==> src/rtl/ram_memory_mp.sv <==
// ram_memory_mp: byte-strobed single-write, multi-read word RAM at ADDR_BASE with zero-fill sweep after reset.
// Reads are registered with write-first forwarding; out-of-range accesses raise registered error flags.
module ram_memory_mp #(
  parameter int BUS_WIDTH  = 32,
  parameter int ADDR_BASE  = 10,
  parameter int MEM_SIZE   = 32,
  parameter int READ_PORTS = 2
) (
  input  logic                             clk,
  input  logic                             reset,
  input  logic                             write_en,
  input  logic [BUS_WIDTH/8-1:0]           write_strb,
  input  logic [BUS_WIDTH-1:0]             addr_write,
  input  logic [BUS_WIDTH-1:0]             data_write,
  input  logic [READ_PORTS*BUS_WIDTH-1:0]  addr_read,
  output logic [READ_PORTS*BUS_WIDTH-1:0]  data_read,
  output logic [READ_PORTS-1:0]            read_err,
  output logic                             write_err,
  output logic                             ready
);
  localparam int NB = BUS_WIDTH / 8;
  localparam int AW = $clog2(MEM_SIZE);
  localparam logic [BUS_WIDTH-1:0] LO = BUS_WIDTH'(ADDR_BASE);
  localparam logic [BUS_WIDTH-1:0] HI = BUS_WIDTH'(ADDR_BASE + MEM_SIZE - 1);
  localparam logic [AW-1:0] LAST = AW'(MEM_SIZE - 1);
  typedef enum logic {INIT, RUN} state_t;
  state_t r_state, w_next;
  logic [AW-1:0] r_cnt, w_widx;
  logic [BUS_WIDTH-1:0] r_mem [MEM_SIZE];
  logic [BUS_WIDTH-1:0] w_merged;
  logic w_win, w_wvalid, r_werr;
  always_ff @(posedge clk)
    if (reset) r_state <= INIT;
    else r_state <= w_next;
  always_comb w_next = (r_state == INIT && r_cnt == LAST) ? RUN : r_state;
  always_comb ready = r_state == RUN;
  always_ff @(posedge clk)
    r_cnt <= (reset || r_state != INIT || r_cnt == LAST) ? '0 : r_cnt + 1'b1;
  assign w_win    = addr_write >= LO && addr_write <= HI;
  assign w_widx   = AW'(addr_write - LO);
  assign w_wvalid = write_en && w_win && r_state == RUN;
  always_comb begin
    w_merged = r_mem[w_widx];
    for (int k = 0; k < NB; k++)
      w_merged[8*k +: 8] = write_strb[k] ? data_write[8*k +: 8] : r_mem[w_widx][8*k +: 8];
  end
  // Contents are deliberately left alone on the reset edge; the sweep clears them.
  always_ff @(posedge clk)
    if (!reset) begin
      if (r_state == INIT) r_mem[r_cnt] <= '0;
      else if (w_wvalid) r_mem[w_widx] <= w_merged;
    end
  always_ff @(posedge clk) r_werr <= !reset && r_state == RUN && write_en && !w_win;
  assign write_err = r_werr;
  for (genvar p = 0; p < READ_PORTS; p++) begin : g_rd
    logic [BUS_WIDTH-1:0] w_ra, r_rdata;
    logic [AW-1:0] w_ridx;
    logic w_rin, r_rerr;
    assign w_ra   = addr_read[p*BUS_WIDTH +: BUS_WIDTH];
    assign w_rin  = w_ra >= LO && w_ra <= HI;
    assign w_ridx = AW'(w_ra - LO);
    always_ff @(posedge clk)
      if (reset || r_state == INIT) begin
        r_rdata <= '0;
        r_rerr  <= 1'b0;
      end else begin
        r_rdata <= !w_rin ? '0 : (w_wvalid && w_widx == w_ridx) ? w_merged : r_mem[w_ridx];
        r_rerr  <= !w_rin;
      end
    assign data_read[p*BUS_WIDTH +: BUS_WIDTH] = r_rdata;
    assign read_err[p] = r_rerr;
  end
endmodule

==> config.mk <==
export PLATFORM = sky130hd
export DESIGN_NAME = ram_memory_mp
export DESIGN_NICKNAME = d
export VERILOG_FILES = /design/src/rtl/ram_memory_mp.sv
export SDC_FILE = /design/constraint.sdc
export NUM_CORES = 2
export LEC_CHECK = 0
export ABC_AREA = 0
export BUFFER_PORTS_ARGS = -buffer_cell sky130_fd_sc_hd__buf_2
export CAP_MARGIN = 20
export CELL_PAD_IN_SITES_DETAIL_PLACEMENT = 0
export CELL_PAD_IN_SITES_GLOBAL_PLACEMENT = 1
export CORE_MARGIN = 3
export CORE_UTILIZATION = 45
export DETAILED_ROUTE_END_ITERATION = 8
export PLACE_DENSITY = 0.75
export SETUP_SLACK_MARGIN = 0.3
export SYNTH_ARGS = -nofsm -noshare
export SYNTH_HDL_FRONTEND = slang
export SYNTH_SLANG_ARGS = --single-unit
export TNS_END_PERCENT = 30
==> constraint.sdc <==
create_clock -name clk -period 6.7 [get_ports clk]
set_clock_uncertainty 0.15 [all_clocks]
set_input_delay 0.67 -clock clk [delete_from_list [all_inputs] [get_ports clk]]
set_output_delay 0.67 -clock clk [all_outputs]
set_load 0.01 [all_outputs]
==> reports/qor.csv <==
metric,value,unit
Iter 0 DRT Violations,6041,
drt wl/cell,39.7,um
Worst-Margin Slew,1220,ps
Final Max Slew Viols,0,
Yosys reg bits,1097,
CTS Buffer Depth,3,
CP startpoint kind,input port,
DRC viols,0,
max_cap viols,0,
Syn Area/Cell,18.2,um2
Die Wd,368,um
"Slowest-stage cell, CP",nor2_2,
CP Class,input port to register,
via count,38500,
Mapped Area,58900,um2
Fin. Hold Viols,0,
Lkg Pwr,23.4,nW
Hold Path Depth,5,
H-tree lvl count,3,
grt ovf,0,
Resized cells post-CTS,0,
final setup violation count,0,
# Post-CTS Setup Buffers,0,
worst reg-to-reg path cell count,8,
Critical Path AT,5150,ps
status,"finished, final reports clean",
Mapped Nets,3380,
# hold bufs at CTS,1,
min Tclk post-route,4650,ps
Routed WL,208000,um
io pins,203,
Final period util,69.4,%
worst rel slew slack,18.7,%
"Cell Chain, Critical Path",buf_2 > inv_1 > ha_1 > nand3_1 > nor2_2 > buf_4 > a32o_1 > nor4_1 > a21boi_1 > inv_1 > o211a_1,
met2 usage,45.9,%
CTS tree,yes,
Setup TNS,0,ps
max incr delay on CP,950,ps
Worst-path clk slew,70,ps
fraction of layout cells with a size suffix above 1,43.2,%
cell mode on critical path,inv_1,
global-route wire length before repair,292000,um
GRT Total Usage,30.6,%
Post-DRT Antenna Nets,0,
DPL Wire Length,121000,um
clk_lat worst skew,770,ps
vias in the first global route,38200,
Cells after Synth,3240,
fillers,10400,
register area share after synthesis,54.7,%
vias per cell,7.34,
top_reg_cell synth,edfxtp_1,
grt peak-use layer,met2,
hold slack,148,ps
Initial Util,45.4,%
Netlist cell types,71,
Num Clock Sinks,1097,
Peak Freq,0.215,GHz
P&R area growth vs syn,13.5,%
initial antenna violation count,3,
Post-synth ARST share,0,%
Setup crit end kind,register,
total die area,135000,um2
synth warn,0,
"Max FO, Critical Path",33,
Die Y,368,um
Floorplan Core Area,130000,um2
worst hold path type,input port to register,
DRT Pass-1 Iters,5,
RSZ-0062 raised after global routing,no,
M3 GR Usage,9.70,%
largest net degree at the start of global routing,136,
power density cells,239,nW/um2
layout net count,3535,
"EDFF count, synth",1024,
GR Util met1,40.9,%
CP required,7200,ps
VDD IR max,0.213,mV
CTS Buf Count,115,
# rows,132,
Root Driver,clkbuf_16,
RD Place Congestion,0.867,
Buffers on Ports,202,
-- routing by layer --
layer	part of all wire (%)	vias up	wire, um
met2	45	3359	94200
met3	14	530	29000
met5	0	-	0
met4	5.1	0	10600
met1	36	20100	74300
li1	-	14500	-
-- power by group --
part / total (mW) / switching (mW) / internal, mW
Sequential: 7.44 / 0.0237 / 7.41
Clock: 6.94 / 2.88 / 4.06
Combinational: 1.62 / 1.03 / 0.593
-- cells in the final DEF, fill, tap and decap left out, drive strengths merged, types with 18 or more instances in the layout --
cell type | netlist | final
nand2 | 129 | 129
a22oi | 18 | 18
o21ai | 62 | 62
mux2 | 89 | 89
mux4 | 803 | 803
buf | 161 | 337
nor2 | 109 | 109
nand3 | 34 | 34
o22ai | 71 | 71
clkbuf | 139 | 148
o211a | 58 | 58
bufinv | 0 | 19
nor3 | 102 | 102
a32o | 39 | 39
clkinv | 0 | 33
edfxtp | 1024 | 1024
nor4 | 72 | 72
dfxtp | 73 | 73
mux2i | 102 | 102
inv | 20 | 29
-- worst max-delay path, delay by kind of cell --
family / cells / cell delay [ps]
AOI/OAI and AO/OA: 3 / 1040
adders and majority gates: 1 / 680
and+or+nand+nor: 3 / 1300
buffers and inverters: 4 / 1430
-- cell families after synthesis --
| kind of cell | count (synthesis) | synth area share (%) |
|---|---|---|
| multiplexers | 994 | 34.1 |
| AND/OR/NAND/NOR | 485 | 4.05 |
| AO/OA/AOI/OAI | 317 | 4.15 |
| adder cells (fa/ha/maj) | 5 | 0.106 |
| buffers and inverters | 320 | 2.48 |
| XOR/XNOR | 22 | 0.410 |
| flip-flops | 1097 | 54.7 |
-- sequential cells by signal (all words and copies together), names as in the netlist --
name / cells
g_rd.r_rdata: 64
g_rd.r_rerr: 2
r_cnt: 5
r_mem: 1024
ready: 1
write_err: 1
-- per-stage QoR --
stage | setup WS (ps) | util [%] | total power [mW] | std cells | cell area, um2
after floorplan | 2450 | - | 8.58 | 3240 | 58900
after global placement | 1560 | 48.1 | 9.16 | 5006 | 62500
after detailed placement | 1510 | 48.2 | 9.17 | 5011 | 62600
after CTS | 2350 | 51.4 | 16.0 | 5232 | 66700
after global routing | 2030 | 51.5 | 16.4 | 5240 | 66800
final | 2050 | 51.5 | 16.0 | 5244 | 66900
-- cell type report --
| cell class | count | area (um2) | area share [%] |
|---|---|---|---|
| Antenna cell | 4 | 10.0 | 0.0150 |
| Timing Repair Buffer | 338 | 2540 | 3.80 |
| Clock buffer | 148 | 3130 | 4.69 |
| Inverter | 20 | 75.1 | 0.112 |
| Sequential cell | 1097 | 32200 | 48.2 |
| Clock inverter | 72 | 980 | 1.47 |
| Tap cell | 1742 | 2180 | 3.26 |
| Multi-Input combinational cell | 1823 | 25700 | 38.5 |
-- path summary, 6_finish.rpt --
kind,from,end,slack (ps)
worst max-delay path,addr_write[1],g_rd[1].r_rdata[4],2050
worst min register to register,r_cnt[0],r_cnt[0],350
worst max register to register,ready,r_mem[7][18],2470
worst min-delay path,addr_read[51],g_rd[1].r_rerr,150
-- cells in the mapped netlist, types with 8 or more instances --
master    instances  share of area (%)
edfxtp_1       1024                 52
mux4_2          803                 31
clkbuf_1        138               0.88
nand2_1         129               0.82
buf_2           121                1.0
nor2_1          109               0.69
mux2i_1         101                1.7
nor3_1          100               0.85
mux2_2           89                1.7
dfxtp_1          73                2.5
o22ai_1          71               0.75
nor4_1           64               0.68
o211a_1          58               0.99
o21ai_0          40               0.34
a32o_1           39               0.66
nand3_1          33               0.28
o21ai_1          21               0.18
inv_1            20               0.13
a22oi_1          18               0.23
buf_1            18               0.11
buf_4            15               0.19
o32ai_1          12               0.18
xnor2_1          11               0.16
and3_1           10               0.11
nand4_1          10               0.11
a32oi_1           9               0.13
a21oi_1           8              0.068
Note: power is estimated with default switching activity, not from simulation.
